===== src/rtl/fx2_pkg.sv =====
// Shared types and constants for the FX2LP slave-FIFO writer.
package fx2_pkg;

    typedef enum logic [1:0] {
        StStream = 2'd0,
        StDrain  = 2'd1,
        StPktend = 2'd2,
        StHold   = 2'd3
    } fx2_state_e;

    localparam int unsigned PktBytesDefault = 512;

endpackage


===== src/rtl/sync_fifo_8.sv =====
// Byte-wide synchronous FIFO with occupancy; push while full is taken only alongside a pop.
module sync_fifo_8 #(
    parameter int unsigned DEPTH_LOG2 = 4
) (
    input  logic                  clk_i,
    input  logic                  rst_ni,
    input  logic                  push_i,
    input  logic [7:0]            wdata_i,
    input  logic                  pop_i,
    output logic [7:0]            rdata_o,
    output logic                  full_o,
    output logic                  empty_o,
    output logic [DEPTH_LOG2:0]   level_o
);

    localparam int unsigned Depth = 1 << DEPTH_LOG2;

    logic [7:0]            mem_q [Depth];
    logic [DEPTH_LOG2-1:0] wr_ptr_q, wr_ptr_d;
    logic [DEPTH_LOG2-1:0] rd_ptr_q, rd_ptr_d;
    logic [DEPTH_LOG2:0]   level_q, level_d;
    logic                  push_ok, pop_ok;

    // Level is at most Depth, so its MSB alone marks full.
    assign full_o  = level_q[DEPTH_LOG2];
    assign empty_o = (level_q == '0);
    assign level_o = level_q;
    assign rdata_o = mem_q[rd_ptr_q];

    always_comb begin
        pop_ok   = pop_i && !empty_o;
        push_ok  = push_i && (!full_o || pop_ok);
        wr_ptr_d = push_ok ? wr_ptr_q + 1'b1 : wr_ptr_q;
        rd_ptr_d = pop_ok ? rd_ptr_q + 1'b1 : rd_ptr_q;
        level_d  = level_q;
        if (push_ok && !pop_ok) begin
            level_d = level_q + 1'b1;
        end else if (pop_ok && !push_ok) begin
            level_d = level_q - 1'b1;
        end
    end

    always_ff @(posedge clk_i or negedge rst_ni) begin
        if (!rst_ni) begin
            wr_ptr_q <= '0;
            rd_ptr_q <= '0;
            level_q  <= '0;
        end else begin
            wr_ptr_q <= wr_ptr_d;
            rd_ptr_q <= rd_ptr_d;
            level_q  <= level_d;
        end
    end

    always_ff @(posedge clk_i) begin
        if (push_ok) begin
            mem_q[wr_ptr_q] <= wdata_i;
        end
    end

endmodule


===== src/rtl/fx2_fifo_writer.sv =====
// Buffers the decimated sample stream and drives the FX2LP slave-FIFO write port,
// with host-requested short-packet commit via PKTEND and sticky overflow reporting.
module fx2_fifo_writer
    import fx2_pkg::*;
#(
    parameter int unsigned DEPTH_LOG2 = 4,
    parameter int unsigned PKT_BYTES  = PktBytesDefault
) (
    input  logic                clk_i,
    input  logic                rst_ni,
    input  logic                enable_i,
    input  logic [7:0]          in_data_i,
    input  logic                in_valid_i,
    input  logic                flush_i,
    input  logic                clr_ovf_i,
    input  logic                fulln_i,
    output logic [7:0]          fd_o,
    output logic                slwrn_o,
    output logic                pktendn_o,
    output logic                overflow_o,
    output logic [DEPTH_LOG2:0] level_o
);

    localparam int unsigned CntW = $clog2(PKT_BYTES);

    fx2_state_e      state_q, state_d;
    logic [7:0]      fd_q, fd_d;
    logic            slwrn_q, slwrn_d;
    logic            pktendn_q, pktendn_d;
    logic            overflow_q, overflow_d;
    logic            flush_pend_q, flush_pend_d;
    logic [CntW-1:0] byte_cnt_q, byte_cnt_d;

    logic            fifo_full, fifo_empty;
    logic [7:0]      fifo_head;
    logic            pop, push, cnt_wrap;

    sync_fifo_8 #(
        .DEPTH_LOG2(DEPTH_LOG2)
    ) u_fifo (
        .clk_i   (clk_i),
        .rst_ni  (rst_ni),
        .push_i  (push),
        .wdata_i (in_data_i),
        .pop_i   (pop),
        .rdata_o (fifo_head),
        .full_o  (fifo_full),
        .empty_o (fifo_empty),
        .level_o (level_o)
    );

    always_comb begin
        // HOLD's own visible cycle is idle; its exit decision follows the normal write rule.
        pop      = enable_i && fulln_i && !fifo_empty && (state_q != StPktend);
        push     = in_valid_i && (!fifo_full || pop);
        cnt_wrap = (byte_cnt_q == CntW'(PKT_BYTES - 1));

        state_d      = state_q;
        fd_d         = fd_q;
        slwrn_d      = 1'b1;
        pktendn_d    = 1'b1;
        byte_cnt_d   = byte_cnt_q;
        flush_pend_d = flush_pend_q || flush_i;
        overflow_d   = (overflow_q && !clr_ovf_i) || (in_valid_i && !push);

        if (pop) begin
            slwrn_d    = 1'b0;
            fd_d       = fifo_head;
            byte_cnt_d = cnt_wrap ? '0 : byte_cnt_q + 1'b1;
        end

        if (enable_i) begin
            unique case (state_q)
                StStream: begin
                    if (flush_pend_q) begin
                        // Nothing uncommitted (or FX2 auto-commits now): no zero-length packet.
                        if (byte_cnt_q == '0 || (pop && cnt_wrap)) begin
                            flush_pend_d = 1'b0;
                        end else begin
                            state_d = StDrain;
                        end
                    end
                end
                StDrain: begin
                    if (pop && cnt_wrap) begin
                        flush_pend_d = 1'b0;
                        state_d      = StStream;
                    end else if (fifo_empty && fulln_i) begin
                        pktendn_d    = 1'b0;
                        byte_cnt_d   = '0;
                        flush_pend_d = 1'b0;
                        state_d      = StPktend;
                    end
                end
                StPktend: state_d = StHold;
                StHold:   state_d = StStream;
                default:  state_d = StStream;
            endcase
        end
    end

    always_ff @(posedge clk_i or negedge rst_ni) begin
        if (!rst_ni) begin
            state_q      <= StStream;
            fd_q         <= '0;
            slwrn_q      <= 1'b1;
            pktendn_q    <= 1'b1;
            overflow_q   <= 1'b0;
            flush_pend_q <= 1'b0;
            byte_cnt_q   <= '0;
        end else begin
            state_q      <= state_d;
            fd_q         <= fd_d;
            slwrn_q      <= slwrn_d;
            pktendn_q    <= pktendn_d;
            overflow_q   <= overflow_d;
            flush_pend_q <= flush_pend_d;
            byte_cnt_q   <= byte_cnt_d;
        end
    end

    assign fd_o       = fd_q;
    assign slwrn_o    = slwrn_q;
    assign pktendn_o  = pktendn_q;
    assign overflow_o = overflow_q;

endmodule


===== config.mk =====
export PLATFORM = sky130hd
export DESIGN_NAME = fx2_fifo_writer
export DESIGN_NICKNAME = d
export VERILOG_FILES = /design/src/rtl/fx2_pkg.sv /design/src/rtl/sync_fifo_8.sv /design/src/rtl/fx2_fifo_writer.sv
export SDC_FILE = /design/constraint.sdc
export NUM_CORES = 1
export LEC_CHECK = 0
export CAP_MARGIN = 15
export CELL_PAD_IN_SITES_DETAIL_PLACEMENT = 2
export CELL_PAD_IN_SITES_GLOBAL_PLACEMENT = 2
export CORE_UTILIZATION = 30
export DETAILED_ROUTE_END_ITERATION = 7
export PLACE_DENSITY_LB_ADDON = 0.12
export SLEW_MARGIN = 10
export SYNTH_ARGS = -nofsm -noshare
export SYNTH_HDL_FRONTEND = slang
export SYNTH_SLANG_ARGS = --single-unit

===== constraint.sdc =====
create_clock -name clk_i -period 4.2 [get_ports clk_i]
set_clock_uncertainty 0.15 [all_clocks]
set_input_delay 0.84 -clock clk_i [delete_from_list [all_inputs] [get_ports clk_i]]
set_output_delay 0.84 -clock clk_i [all_outputs]
set_load 0.02 [all_outputs]

==> flow_summary.yaml <==
yosys:
  netlist_area_sq_um: 6950
  synth_edf_count: 128
  netlist_instances: 401
  ys_seq_elements: 164
  synth_ff_type: "edfxtp_1"
  yosysWarnings: 0
  yosysUniqueCellTypes: 47
  seq_area_frac_synth_pct: 68.3
  avgSynthCellArea_sq_um: 17.3
  synth-async-reset-ratio_pct: 22.0
  synth_fp_nets: 429
finish:
  seq_area_sq_um: 4750
  area_growth_pct: 18.7
  drive_gt1_share_pct: 23.4
  multi_input_area_sq_um: 2020
  fillers: 2191
  final_nets: 481
  mostFrequentLayoutCells: "128 x edfxtp_1, 33 x dfrtp_1, 32 x mux4_2"
  final_common_cell: "edfxtp_1"
  n_antenna_cell: 0
clock_network:
  cts_tree: "yes"
  clk_latency_ns: 0.43
  htree_levels: 4
  cts.repair.resized: 0
  cts_setup_buffers: 0
  clkSinkCount: 164
  cts-hold-fix-buffers: 0
  cts-buffers-inserted: 17
  cts.clk_slew.worst_paths_ns: 0.07
  cts.path.max_buffers: 2
  cts_root_buffer: "clkbuf_16"
pwr:
  ir_drop_v: 0.000258
  power.density_nw_per_um2: 665
  total_power_mw: 5.48
  leakage_nw: 2.90
die:
  start_util_pct: 30.7
  std_cell_rows: 55
  die_h_um: 154
  die_w_um: 154
  pin_count: 31
  dieArea_sq_um: 23800
  placeableCoreArea_sq_um: 22600
setup_path:
  cp_max_fo: 6
  slowest_delay_ns: 0.52
  crit_arrival_ns: 3.40
  required_ns: 4.40
  crit_slowest_cell: "clkdlybuf4s50_1"
  cp-start-kind: "input pin"
  reg2reg_depth: 10
  worstSetupPathType: "input pin to flip-flop"
  critical_path.endpoint_type: "flip-flop"
  worstPathCellList: "clkdlybuf4s50_1 > nand2_1 > o21ai_0 > buf_4 > nand2_1 > inv_1 > ha_1 > inv_1 > fa_1 > a21o_1 > a21oi_1 > mux2i_1 > xnor2_1"
flow_run:
  cap_violations: 0
global_routing:
  antenna_found_initial: 0
  gr-total-overflow: 0
  grt_pass1_wl_mm: 26.0
  grt_pass1_vias: 4270
  grt_usage_pct: 15.3
  grt_max_degree: 37
timing:
  slew_violations: 0
  min_period_ns: 3.20
  min_period_over_period_pct: 76.2
  timing_hold_violations_final: 0
  fmax_mhz: 312
  tns_ns: 0
  setup_viol: 0
  slew_headroom_pct: 35.0
  rsz0062_at_grt: "false"
  tightest_slew_ns: 0.975
placement:
  place_congestion: 0.757
  port_buffers: 30
  post-dp-hpwl_mm: 10.8
detailed_routing:
  final_antenna_net_count: 0
  first_pass_iters: 4
  drt_iter0_drc: 165
  post-route-drc-count: 0
  vias_per_cell: 4.91
  wl_mm: 16.7
  vias: 3689
  avgRoutedWirePerCell_um: 22.3
hold_path:
  holdPathStages: 1
  hold_path_class: "flip-flop to flip-flop"
outcome:
  status: "finished clean"
==> path summary, 6_finish.rpt <==
check                           slack [ns]                              to                     startpoint
worst max-delay path                   1.0   u_fifo.level_o[4]$_DFFE_PN0P_                       enable_i
worst min-delay path                  0.36          flush_pend_q$_DFF_PN0_         flush_pend_q$_DFF_PN0_
worst max register to register        1.18   u_fifo.level_o[4]$_DFFE_PN0P_  u_fifo.level_o[4]$_DFFE_PN0P_
worst min register to register        0.36          flush_pend_q$_DFF_PN0_         flush_pend_q$_DFF_PN0_
max in group asynchronous             2.81  u_fifo.rd_ptr_q[0]$_DFFE_PN0P_                         rst_ni
min in group asynchronous             0.42   u_fifo.level_o[1]$_DFFE_PN0P_                         rst_ni
==> routing by layer <==
| layer | wire length [um] | GRT usage, % |
|---|---|---|
| met5 | 0 | 0 |
| met4 | 132 | 4.43 |
| met3 | 505 | 3.58 |
| met2 | 8850 | 26.9 |
| met1 | 7230 | 18.5 |
==> flip-flops by register name (all words and copies together), names as in the netlist, named ones only <==
register,cells
overflow_o,1
fd_o,8
pktendn_o,1
u_fifo.rd_ptr_q,4
flush_pend_q,1
state_q,1
u_fifo.level_o,5
u_fifo.wr_ptr_q,4
slwrn_o,1
u_fifo.mem_q,128
byte_cnt_q,9
==> stage by stage <==
stage | setup slack (ns) | utilization [%] | hold WS, ns | instances | area (sq um)
CTS | 0.984 | 36.4 | 0.371 | 751 | 8250
floorplan | 1.04 | - | 0.309 | 401 | 6950
global route | 0.766 | 36.4 | 0.378 | 751 | 8250
finish | 0.999 | 36.4 | 0.359 | 751 | 8250
detailed placement | 0.550 | 33.8 | 0.350 | 719 | 7660
global placement | 0.610 | 33.8 | 0.329 | 719 | 7660
==> worst max-delay path, delay by kind of cell <==
kind | cells | cell delay (ns)
buffers and inverters | 4 | 0.87
adders and majority gates | 2 | 0.59
AOI/OAI and AO/OA | 3 | 0.53
muxes | 1 | 0.23
and+or+nand+nor | 2 | 0.20
xor gates and xnor gates | 1 | 0.14
==> cells by family (layout without fill, tap and decap cells) <==
family,count (synthesis),in the layout,synth area share [%]
XOR/XNOR,10,10,1.26
AO/OA/AOI/OAI,37,37,3.19
buffers and inverters,36,101,2.86
adder cells (fa/ha/maj),13,13,2.45
AND/OR/NAND/NOR,73,73,5.69
flip-flops,164,164,68.3
multiplexers,68,68,16.2
==> Yosys cell counts (2+ instances only) <==
master,instances,area share [%]
edfxtp_1,128,55
dfrtp_1,34,12
mux4_2,32,10
mux2i_1,25,3.6
nor2_1,19,1.0
inv_1,15,0.81
a21oi_1,12,0.86
ha_1,12,2.2
nand3_1,10,0.72
o21ai_0,9,0.65
buf_2,8,0.58
mux2_4,8,1.7
nand4_1,8,0.72
xnor2_1,8,1.0
nand2_1,7,0.38
o31ai_1,6,0.65
nor3_1,5,0.36
nor4_1,5,0.45
buf_6,4,0.65
clkbuf_1,4,0.22
nor2b_1,4,0.36
a21o_1,3,0.32
mux2_2,3,0.49
and2_1,2,0.18
and3_1,2,0.18
buf_1,2,0.11
buf_4,2,0.22
dfstp_2,2,0.76
o22ai_1,2,0.18
or4_1,2,0.22
xor2_1,2,0.25
==> final cells by class <==
cell class | instances | share of cell area (%)
Sequential cell | 164 | 57.6
Timing Repair Buffer | 54 | 5.77
Multi-Input combinational cell | 201 | 24.5
Clock buffer | 17 | 5.16
Clock inverter | 15 | 1.94
Tap cell | 285 | 4.32
Inverter | 15 | 0.683
==> where the power goes <==
part | switching (mW) | internal, mW | leakage, nW | total, mW
sequential | 0.323 | 1.99 | 1.59 | 2.31
clock | 0.728 | 0.797 | 0.284 | 1.52
combinational | 0.792 | 0.855 | 1.03 | 1.65
total | 1.84 | 3.64 | 2.90 | 5.48
Power figures use the tool's default switching activity.
